## src/rtl/ysyx_23060075_lsu_pkg.sv

```systemverilog
// Shared constants for the load/store unit: FSM encodings, mask/funct3 widths
// and the load funct3 codes used by the extension logic.
package ysyx_23060075_lsu_pkg;

  localparam int unsigned LSU_STATE_WIDTH = 2;
  localparam int unsigned MEM_MASK_WIDTH  = 4;
  localparam int unsigned FUNCT3_WIDTH    = 3;

  localparam logic [LSU_STATE_WIDTH-1:0] LSU_IDLE = 2'd0;
  localparam logic [LSU_STATE_WIDTH-1:0] LSU_REQ  = 2'd1;
  localparam logic [LSU_STATE_WIDTH-1:0] LSU_WAIT = 2'd2;
  localparam logic [LSU_STATE_WIDTH-1:0] LSU_DONE = 2'd3;

  localparam logic [FUNCT3_WIDTH-1:0] F3_LB  = 3'b000;
  localparam logic [FUNCT3_WIDTH-1:0] F3_LH  = 3'b001;
  localparam logic [FUNCT3_WIDTH-1:0] F3_LW  = 3'b010;
  localparam logic [FUNCT3_WIDTH-1:0] F3_LBU = 3'b100;
  localparam logic [FUNCT3_WIDTH-1:0] F3_LHU = 3'b101;

endpackage

```

## src/rtl/ysyx_23060075_lsu_align.sv

```systemverilog
// Combinational byte-lane steering for the LSU (4 lanes of 8 bits).
//   mask_i/off_i/wdata_i -> wstrb_o/wdata_o : store strobes and lane-shifted data
//   rsp_data_i/funct3_i  -> load_data_o     : load shift plus sign/zero extension
// Strobe bits shifted past lane 3 are dropped; load bytes past lane 3 read as 0.
module ysyx_23060075_lsu_align
  import ysyx_23060075_lsu_pkg::*;
(
  input  logic [MEM_MASK_WIDTH-1:0] mask_i,
  input  logic [1:0]                off_i,
  input  logic [FUNCT3_WIDTH-1:0]   funct3_i,
  input  logic [31:0]               wdata_i,
  input  logic [31:0]               rsp_data_i,
  output logic [3:0]                wstrb_o,
  output logic [31:0]               wdata_o,
  output logic [31:0]               load_data_o
);

  logic [31:0] sh;

  always_comb begin
    wstrb_o = mask_i << off_i;
    wdata_o = wdata_i << {off_i, 3'b000};
    sh      = rsp_data_i >> {off_i, 3'b000};
    case (funct3_i)
      F3_LB:   load_data_o = {{24{sh[7]}}, sh[7:0]};
      F3_LH:   load_data_o = {{16{sh[15]}}, sh[15:0]};
      F3_LW:   load_data_o = sh;
      F3_LBU:  load_data_o = {24'd0, sh[7:0]};
      F3_LHU:  load_data_o = {16'd0, sh[15:0]};
      default: load_data_o = sh;
    endcase
  end

endmodule

```

## src/rtl/ysyx_23060075_lsu.sv

```systemverilog
// Load/store unit: accepts one request (valid/ready), runs one word-aligned
// data-memory bus transaction and returns extended load data (valid/ready).
//   in_*  : request from the decoder/ALU (enables, mask, funct3, addr, wdata)
//   bus_* : request (valid/ready, addr, we, wstrb, wdata) and response channel
//   out_* : result to writeback (rdata, err)
// Optional: define YSYX_23060075_LSU_ALIGN_CHECK_EN to reject misaligned
// accesses without touching the bus (result err=1, rdata=0).
module ysyx_23060075_lsu
  import ysyx_23060075_lsu_pkg::*;
#(
  parameter int unsigned ADDR_W = 32,
  parameter int unsigned DATA_W = 32
) (
  input  logic                      clk,
  input  logic                      rst,
  input  logic                      in_valid,
  output logic                      in_ready,
  input  logic                      in_mem_r_en,
  input  logic                      in_mem_w_en,
  input  logic [MEM_MASK_WIDTH-1:0] in_mem_mask,
  input  logic [FUNCT3_WIDTH-1:0]   in_funct3,
  input  logic [ADDR_W-1:0]         in_addr,
  input  logic [DATA_W-1:0]         in_wdata,
  output logic                      bus_req_valid,
  input  logic                      bus_req_ready,
  output logic [ADDR_W-1:0]         bus_addr,
  output logic                      bus_we,
  output logic [3:0]                bus_wstrb,
  output logic [DATA_W-1:0]         bus_wdata,
  input  logic                      bus_rsp_valid,
  input  logic [DATA_W-1:0]         bus_rsp_data,
  input  logic                      bus_rsp_err,
  output logic                      out_valid,
  input  logic                      out_ready,
  output logic [DATA_W-1:0]         out_rdata,
  output logic                      out_err
);

  logic [LSU_STATE_WIDTH-1:0] state_q, state_d;
  logic                       load_q, store_q;
  logic [MEM_MASK_WIDTH-1:0]  mask_q;
  logic [FUNCT3_WIDTH-1:0]    funct3_q;
  logic [ADDR_W-1:0]          addr_q;
  logic [DATA_W-1:0]          wdata_q;
  logic [DATA_W-1:0]          rdata_q, rdata_d;
  logic                       err_q, err_d;

  logic        accept, is_mem, misaligned;
  logic [3:0]  strb_sh;
  logic [31:0] wdata_sh, load_data;

  assign accept = in_valid & (state_q == LSU_IDLE);
  assign is_mem = in_mem_r_en | in_mem_w_en;

`ifdef YSYX_23060075_LSU_ALIGN_CHECK_EN
  assign misaligned = is_mem & (((in_mem_mask == 4'b1111) & (in_addr[1:0] != 2'b00)) |
                                ((in_mem_mask == 4'b0011) & in_addr[0]));
`else
  assign misaligned = 1'b0;
`endif

  ysyx_23060075_lsu_align u_align (
    .mask_i      (mask_q),
    .off_i       (addr_q[1:0]),
    .funct3_i    (funct3_q),
    .wdata_i     (wdata_q),
    .rsp_data_i  (bus_rsp_data),
    .wstrb_o     (strb_sh),
    .wdata_o     (wdata_sh),
    .load_data_o (load_data)
  );

  always_comb begin
    state_d = state_q;
    rdata_d = rdata_q;
    err_d   = err_q;
    case (state_q)
      LSU_IDLE: begin
        if (accept) begin
          // Clearing here gives non-memory requests and stores a zero result.
          rdata_d = '0;
          err_d   = 1'b0;
          if (!is_mem) begin
            state_d = LSU_DONE;
          end else if (misaligned) begin
            state_d = LSU_DONE;
            err_d   = 1'b1;
          end else begin
            state_d = LSU_REQ;
          end
        end
      end
      LSU_REQ:  if (bus_req_ready) state_d = LSU_WAIT;
      LSU_WAIT: begin
        if (bus_rsp_valid) begin
          state_d = LSU_DONE;
          err_d   = bus_rsp_err;
          rdata_d = load_q ? load_data : '0;
        end
      end
      LSU_DONE: if (out_ready) state_d = LSU_IDLE;
      default:  state_d = LSU_IDLE;
    endcase
  end

  always_ff @(posedge clk or posedge rst) begin
    if (rst) begin
      state_q  <= LSU_IDLE;
      load_q   <= 1'b0;
      store_q  <= 1'b0;
      mask_q   <= '0;
      funct3_q <= '0;
      addr_q   <= '0;
      wdata_q  <= '0;
      rdata_q  <= '0;
      err_q    <= 1'b0;
    end else begin
      state_q <= state_d;
      rdata_q <= rdata_d;
      err_q   <= err_d;
      if (accept) begin
        // Both enables high is a store: the write enable wins.
        load_q   <= in_mem_r_en & ~in_mem_w_en;
        store_q  <= in_mem_w_en;
        mask_q   <= in_mem_mask;
        funct3_q <= in_funct3;
        addr_q   <= in_addr;
        wdata_q  <= in_wdata;
      end
    end
  end

  assign in_ready      = (state_q == LSU_IDLE);
  assign bus_req_valid = (state_q == LSU_REQ);
  assign bus_addr      = {addr_q[ADDR_W-1:2], 2'b00};
  assign bus_we        = store_q;
  assign bus_wstrb     = store_q ? strb_sh : 4'b0000;
  assign bus_wdata     = store_q ? wdata_sh : '0;
  assign out_valid     = (state_q == LSU_DONE);
  assign out_rdata     = rdata_q;
  assign out_err       = err_q;

endmodule

```

## config.mk

```make
export PLATFORM = sky130hd
export DESIGN_NAME = ysyx_23060075_lsu
export DESIGN_NICKNAME = d
export VERILOG_FILES = /design/src/rtl/ysyx_23060075_lsu_pkg.sv /design/src/rtl/ysyx_23060075_lsu_align.sv /design/src/rtl/ysyx_23060075_lsu.sv
export SDC_FILE = /design/constraint.sdc
export NUM_CORES = 1
export LEC_CHECK = 0
export ABC_CLOCK_PERIOD_IN_PS = 3290
export CAP_MARGIN = 20
export CORE_MARGIN = 4
export CORE_UTILIZATION = 40
export CTS_BUF_LIST = sky130_fd_sc_hd__clkbuf_4
export DETAILED_ROUTE_END_ITERATION = 6
export PLACE_DENSITY = 0.83
export SETUP_SLACK_MARGIN = 0.3
export SLEW_MARGIN = 20
export SYNTH_ARGS = -nofsm -noshare
export SYNTH_HDL_FRONTEND = slang
export SYNTH_HIERARCHICAL = 1
export SYNTH_SLANG_ARGS = --single-unit
```

## constraint.sdc

```tcl
create_clock -name clk -period 3.29 [get_ports clk]
set_input_delay 0.329 -clock clk [delete_from_list [all_inputs] [get_ports clk]]
set_output_delay 0.329 -clock clk [all_outputs]
set_load 0.01 [all_outputs]
```

==> results of run 1 <==
[cell usage after synthesis]
master / n / area, sq um
nor2b_1: 20 / 125
o31ai_2: 33 / 413
buf_12: 4 / 80.1
and2_1: 45 / 282
mux2_1: 22 / 248
a21boi_2: 1 / 11.3
ha_1: 6 / 75.1
o21ai_1: 1 / 5.00
mux2i_1: 41 / 410
a311oi_2: 1 / 15.0
inv_1: 4 / 15.0
dfrtp_1: 108 / 2700
nand3_1: 32 / 160
nor2_1: 30 / 113
nand3b_1: 1 / 7.51
o21ai_0: 41 / 205
buf_4: 35 / 263
a21oi_1: 16 / 80.1
clkbuf_1: 15 / 56.3
nand2b_1: 2 / 12.5
o21ai_2: 9 / 78.8
buf_6: 12 / 135
nor2b_4: 1 / 13.8
nor4_4: 1 / 21.3
mux2i_2: 1 / 13.8
o211ai_2: 1 / 12.5
a211oi_1: 23 / 173
mux2_4: 50 / 751
nand2_1: 28 / 105
nand2b_4: 1 / 13.8
buf_2: 17 / 85.1
conb_1: 1 / 3.75
[flip-flops by register name, indices dropped and copies added (netlist names)]
| name | count |
|---|---|
| wdata_q | 32 |
| funct3_q | 3 |
| load_q | 1 |
| addr_q | 32 |
| state_q | 2 |
| bus_we | 1 |
| out_rdata | 32 |
| mask_q | 4 |
| out_err | 1 |
[metrics by stage]
step	cells	power [mW]	hold slack, ps	setup WS, ps	utilization (%)
6_report	986	7.75	348	559	53.5
5_1_grt	986	8.30	358	363	53.5
4_1_cts	984	7.75	343	337	53.3
3_5_place_dp	968	7.08	478	787	52.6
3_3_place_gp	968	6.98	467	822	52.6
2_1_floorplan	604	5.69	456	1620	-
[where the power goes]
group / internal, mW / leakage (nW) / switching [mW] / total [mW]
clock network: 0.159 / 0.0598 / 0.480 / 0.639
registers: 1.88 / 1.34 / 0.577 / 2.45
logic: 2.48 / 2.36 / 2.18 / 4.65
[logic make-up after synthesis]
logic type | count (synthesis)
and+or+nand+nor | 161
other | 1
AOI/OAI and AO/OA | 126
muxes | 114
buffers and inverters | 87
DFF | 108
adders and majority gates | 6
[final timing paths]
path,cells after the start,slack [ps],endpoint,start
worst min register to register,1,510,mask_q[3]$_DFFE_PP0P_,mask_q[3]$_DFFE_PP0P_
worst max-delay path,6,560,bus_wdata[21],addr_q[0]$_DFFE_PP0P_
min in group clk,3,400,load_q$_DFFE_PP0P_,in_mem_r_en
worst min-delay path,2,350,out_rdata[17]$_DFFE_PP0P_,rst
worst max register to register,7,950,out_rdata[30]$_DFFE_PP0P_,addr_q[1]$_DFFE_PP0P_
max in group asynchronous,3,2170,addr_q[1]$_DFFE_PP0P_,rst
[worst max-delay path: cells and delay by family, from the launching register on]
family	cells	cell delay, ps
simple gates	3	430
flops	1	620
buf+inv	2	760
compound gates	1	110
[cells in the final DEF, fill, tap and decap left out, types with 16 or more instances in the layout]
master	instances
a211oi_1	23
nor2_1	29
mux2_1	22
mux2i_1	41
o31ai_2	33
mux2_4	50
and2_1	45
nor2b_1	20
a21oi_1	16
nand3_1	32
nand2_1	27
o21ai_0	41
clkdlybuf4s50_1	214
dfrtp_1	106
[timing repair]
action | in CTS | in global routing
setup buffers | 0 | 2
resized for setup | 1 | 1
setup endpoints to repair | 9 | 14
pin swaps | 0 | 0
hold buffers | 0 | 0
[layout make-up]
| type | instances | area, sq um |
|---|---|---|
| clock inverters | 7 | 52.6 |
| inverters | 4 | 18.8 |
| well taps | 220 | 275 |
| clock buffers | 9 | 67.6 |
| flip-flops and latches | 108 | 2710 |
| multi-input cells | 409 | 3370 |
| repair buffers | 229 | 2320 |
| fillers | 1469 | 7650 |
[layer usage]
metal | share of wire (%) | up-vias | track usage [%]
li1 | - | 2397 | -
met4 | 1.3 | 2 | 4.55
met5 | 0.067 | - | 0
met1 | 42 | 2419 | 24.0
met3 | 8.8 | 17 | 6.32
met2 | 48 | 192 | 31.1
==> impl_metrics.env, run 1 <==
export IMPL_place_congestion=0.892
export IMPL_synth_cells=603
export IMPL_status="completed"
export IMPL_fmax_mhz=366
export IMPL_leakage_nw=3.76
export IMPL_cts_buffer_depth=2
export IMPL_muxShareOfSynthArea_pct=21.3
export IMPL_fin_crit_ps=2730
export IMPL_yosysWarnings=6
export IMPL_pin_count=217
export IMPL_portBuffers=214
export IMPL_fin_area_sq_um=8820
export IMPL_synth_top_family_by_area="multiplexers"
export IMPL_areaGrowthSynthToFinish_pct=31.9
export IMPL_core_sq_um=16500
export IMPL_crit_slowest_cell="dfrtp_4"
export IMPL_grt_pass1_wl_um=27700
export IMPL_ys_seq_area_share_pct=40.4
export IMPL_clock_skew_ps=23.3
export IMPL_critPathMaxStageDelay_ps=620
export IMPL_antenna_found_initial=1
export IMPL_fin_crit_sh_pct=83.0
export IMPL_detail_route_antenna_nets=0
export IMPL_arrival_ps=2400
export IMPL_antenna_cells=0
export IMPL_drc=0
export IMPL_worstMarginPinSlew_ps=1070
export IMPL_start_util_pct=40.6
export IMPL_cts_inserted_buffers=9
export IMPL_synth_xor_area_share_pct=0
export IMPL_avgSynthCellArea_sq_um=11.1
export IMPL_synth_fa_ha_area_share_pct=1.12
export IMPL_grt_max_degree=68
export IMPL_synth_seq_cells=108
export IMPL_die_h_um=137
export IMPL_cts_root_buf="clkbuf_4"
export IMPL_yosys_area_share_simple_pct=12.8
export IMPL_worstSkewPairLatency_ps=490
export IMPL_max_cap_violations=0
export IMPL_wl_per_cell_um=18.3
export IMPL_grt_pass1_vias=5082
export IMPL_post_dp_cell_area_sq_um=8660
export IMPL_vias=5027
export IMPL_syn_area_sq_um=6690
export IMPL_die_area_sq_um=18800
export IMPL_routed_via_density=5.10
export IMPL_tritoncts="done"
export IMPL_track_usage_pct=18.9
export IMPL_hold_class="input pin to asynchronous set/reset pin"
export IMPL_setup_viol_count_final=0
export IMPL_synth_compound_area_share_pct=14.9
export IMPL_tns_ps=0
export IMPL_row_count=47
export IMPL_cts_htree_levels=3
export IMPL_setup_worst_path_class="flip-flop to output pin"
export IMPL_start_kind="flip-flop"
export IMPL_dieWidth_um=137
export IMPL_drt_iter0_drc=306
export IMPL_drt_pass1_iterations=4
export IMPL_final_nets=879
export IMPL_wl_um=18000
export IMPL_worst_ir_drop_vdd_v=0.000551
export IMPL_cp_cell_sequence="nor2b_1, buf_4, nand2_1, o21ai_0, and2_1, clkdlybuf4s50_1"
export IMPL_drive_above_1_share_pct=17.6
export IMPL_dp_hpwl_um=13000
export IMPL_end_kind="output pin"
export IMPL_cp_max_fo=13
export IMPL_maxSlewViolCount=0
export IMPL_grt_ovfl_total=0
export IMPL_p_per_area_nw_per_um2=879
export IMPL_cp_required_ps=2960
export IMPL_relSlewSlack_pct=28.8
export IMPL_ys_types=32
export IMPL_rsz0062_at_grt="no"
export IMPL_final_hold_viol_count=0
export IMPL_clkSinkCount=108
export IMPL_path_clk_slew_ps=180
(Power assumes the default switching activity.)
==> inputs of run 2 (changes only) <==
- ABC_CLOCK_PERIOD_IN_PS: 3290 -> 2770
- PLACE_DENSITY: 0.83 -> 0.8
- clock period: 3.29 -> 2.77 ns (I/O delays scaled with it)
==> run 2 against run 1 <==
Clock-buffer cell count increased by 1. Critical path type unchanged. Die area unchanged. Hold slack worse by 160 ps. Combinational power increased by 21%. Clock power is 33% higher. Critical path depth shrank 1. Flip-flop and latch count unchanged.
==> impl_metrics.env, run 2 (synthesis results as in run 1) <==
export IMPL_leakage_nw=4.05
export IMPL_start_kind="flip-flop"
export IMPL_die_h_um=137
export IMPL_dp_hpwl_um=12600
export IMPL_end_kind="output pin"
export IMPL_final_nets=891
export IMPL_tns_ps=0
export IMPL_drive_above_1_share_pct=19.8
export IMPL_portBuffers=214
export IMPL_fin_crit_sh_pct=86.4
export IMPL_cts_htree_levels=3
export IMPL_fin_crit_ps=2390
export IMPL_relSlewSlack_pct=52.8
export IMPL_drc=0
export IMPL_row_count=47
export IMPL_worstSkewPairLatency_ps=490
export IMPL_die_area_sq_um=18800
export IMPL_detail_route_antenna_nets=0
export IMPL_clock_skew_ps=14.2
export IMPL_wl_per_cell_um=17.8
export IMPL_drt_iter0_drc=262
export IMPL_tritoncts="done"
export IMPL_arrival_ps=2120
export IMPL_grt_pass1_wl_um=27200
export IMPL_post_place_cells=970
export IMPL_worstMarginPinSlew_ps=705
export IMPL_path_clk_slew_ps=170
export IMPL_grt_pass1_vias=4980
export IMPL_start_util_pct=40.6
export IMPL_reg2reg_slack_ps=510
export IMPL_worst_ir_drop_vdd_v=0.000677
export IMPL_cts_buffer_depth=2
export IMPL_grt_max_degree=67
export IMPL_antenna_cells=0
export IMPL_vias=5069
export IMPL_max_cap_violations=0
export IMPL_cp_max_fo=5
export IMPL_final_common_cell="clkdlybuf4s50_1"
export IMPL_fmax_mhz=418
export IMPL_final_cell_mix="180 x clkdlybuf4s50_1, 105 x dfrtp_1, 50 x mux2_4, 45 x and2_1, 40 x o21ai_0"
export IMPL_p_per_area_nw_per_um2=1040
export IMPL_grt_ovfl_total=0
export IMPL_clkSinkCount=108
export IMPL_routed_via_density=5.08
export IMPL_final_cells=998
export IMPL_final_hold_viol_count=0
export IMPL_maxSlewViolCount=0
export IMPL_switching_share_pct=41.2
export IMPL_cp_required_ps=2490
export IMPL_multiInputGateArea_sq_um=3380
export IMPL_core_sq_um=16500
export IMPL_rsz0062_at_grt="yes"
export IMPL_setup_viol_count_final=0
export IMPL_place_congestion=0.875
export IMPL_p_switching_mw=3.82
export IMPL_hold_class="input pin to asynchronous set/reset pin"
export IMPL_num_fill_cells=1472
export IMPL_p_int_mw=5.46
export IMPL_power_frac_clock_pct=9.2
export IMPL_status="completed"
export IMPL_track_usage_pct=18.6
export IMPL_postCtsHoldBufs=0
export IMPL_cts_inserted_buffers=9
export IMPL_final_util_pct=54.2
export IMPL_wl_um=17800
export IMPL_dieWidth_um=137
export IMPL_seq_power_share_pct=30.0
export IMPL_antenna_found_initial=0
export IMPL_combPwrFrac_pct=60.8
export IMPL_cts_root_buf="clkbuf_4"
export IMPL_drt_pass1_iterations=5
export IMPL_areaGrowthSynthToFinish_pct=33.6
export IMPL_regArea_sq_um=2710
export IMPL_pin_count=217
export IMPL_setup_worst_path_class="flip-flop to output pin"
[run 2: cell types whose count changed in the layout (fill, tap and decap cells not counted), moves of 2 or more]
cell	change
buf_4	+11
clkbuf_2	+4
clkdlybuf4s50_1	-34
clkinv_2	-2
clkinv_4	+2
clkinvlp_4	-2
dfrtp_2	+2
dlygate4sd2_1	+22
dlymetal6s2s_1	+8
mux2i_1	-3
mux2i_2	+3
[run 2: power by group through the flow]
stage | registers [mW] | logic, mW | clock network, mW
final | 2.78 | 5.64 | 0.851
after global placement | 2.86 | 5.48 | 0
after global routing | 2.88 | 6.10 | 0.967
after detailed placement | 2.88 | 5.54 | 0
after floorplan | 2.62 | 4.14 | 0
after CTS | 2.79 | 5.59 | 0.902
[run 2: final cells by class]
cell class / instances / share of cell area (%)
well taps: 220 / 3.08
repair buffers: 241 / 26.9
inverters: 4 / 0.210
clock buffers: 10 / 0.841
clock inverters: 6 / 0.813
multi-input cells: 409 / 37.8
flip-flops and latches: 108 / 30.3
[run 2: worst paths after layout]
| kind | start | endpoint | depth (start not counted) |
|---|---|---|---|
| worst min register to register | wdata_q[31]$_DFFE_PP0P_ | wdata_q[31]$_DFFE_PP0P_ | 1 |
| worst max-delay path | addr_q[0]$_DFFE_PP0P_ | bus_wdata[15] | 5 |
| worst min-delay path | rst | out_rdata[3]$_DFFE_PP0P_ | 2 |
| worst max register to register | addr_q[0]$_DFFE_PP0P_ | out_rdata[31]$_DFFE_PP0P_ | 8 |
| min in group clk | in_wdata[3] | wdata_q[3]$_DFFE_PP0P_ | 2 |
| max in group asynchronous | rst | bus_we$_DFFE_PP0P_ | 3 |
[run 2: worst max-delay path, stage by stage, from the launching register on]
cell and delay (ps):
dfrtp_4 540, buf_4 170, mux2i_1 210, nor2_1 50, and2_1 150, clkdlybuf4s50_1 500
[run 2: per-layer routing]
metal	GRT usage [%]	routed length [um]	vias up
met5	0	0	-
li1	-	-	2419
met2	29.2	8310	209
met4	6.21	306	0
met3	5.04	1610	19
met1	24.9	7540	2422
[run 2: through the flow]
stage | hold WS, ps | setup slack (ps) | total power [mW] | area [sq um]
2_1_floorplan | 409 | 1150 | 6.76 | 6690
3_3_place_gp | 470 | 590 | 8.34 | 8690
3_5_place_dp | 478 | 541 | 8.42 | 8690
4_1_cts | 143 | 184 | 9.28 | 8870
5_1_grt | 182 | 243 | 9.95 | 8930
6_report | 183 | 377 | 9.28 | 8930
[run 2: what timing repair did]
action,in CTS,in global routing
pin swaps,0,1
resized for setup,30,18
endpoints found under the setup margin,37,14
cloned,0,1
hold endpoints to repair,0,0
buffers inserted,8,3
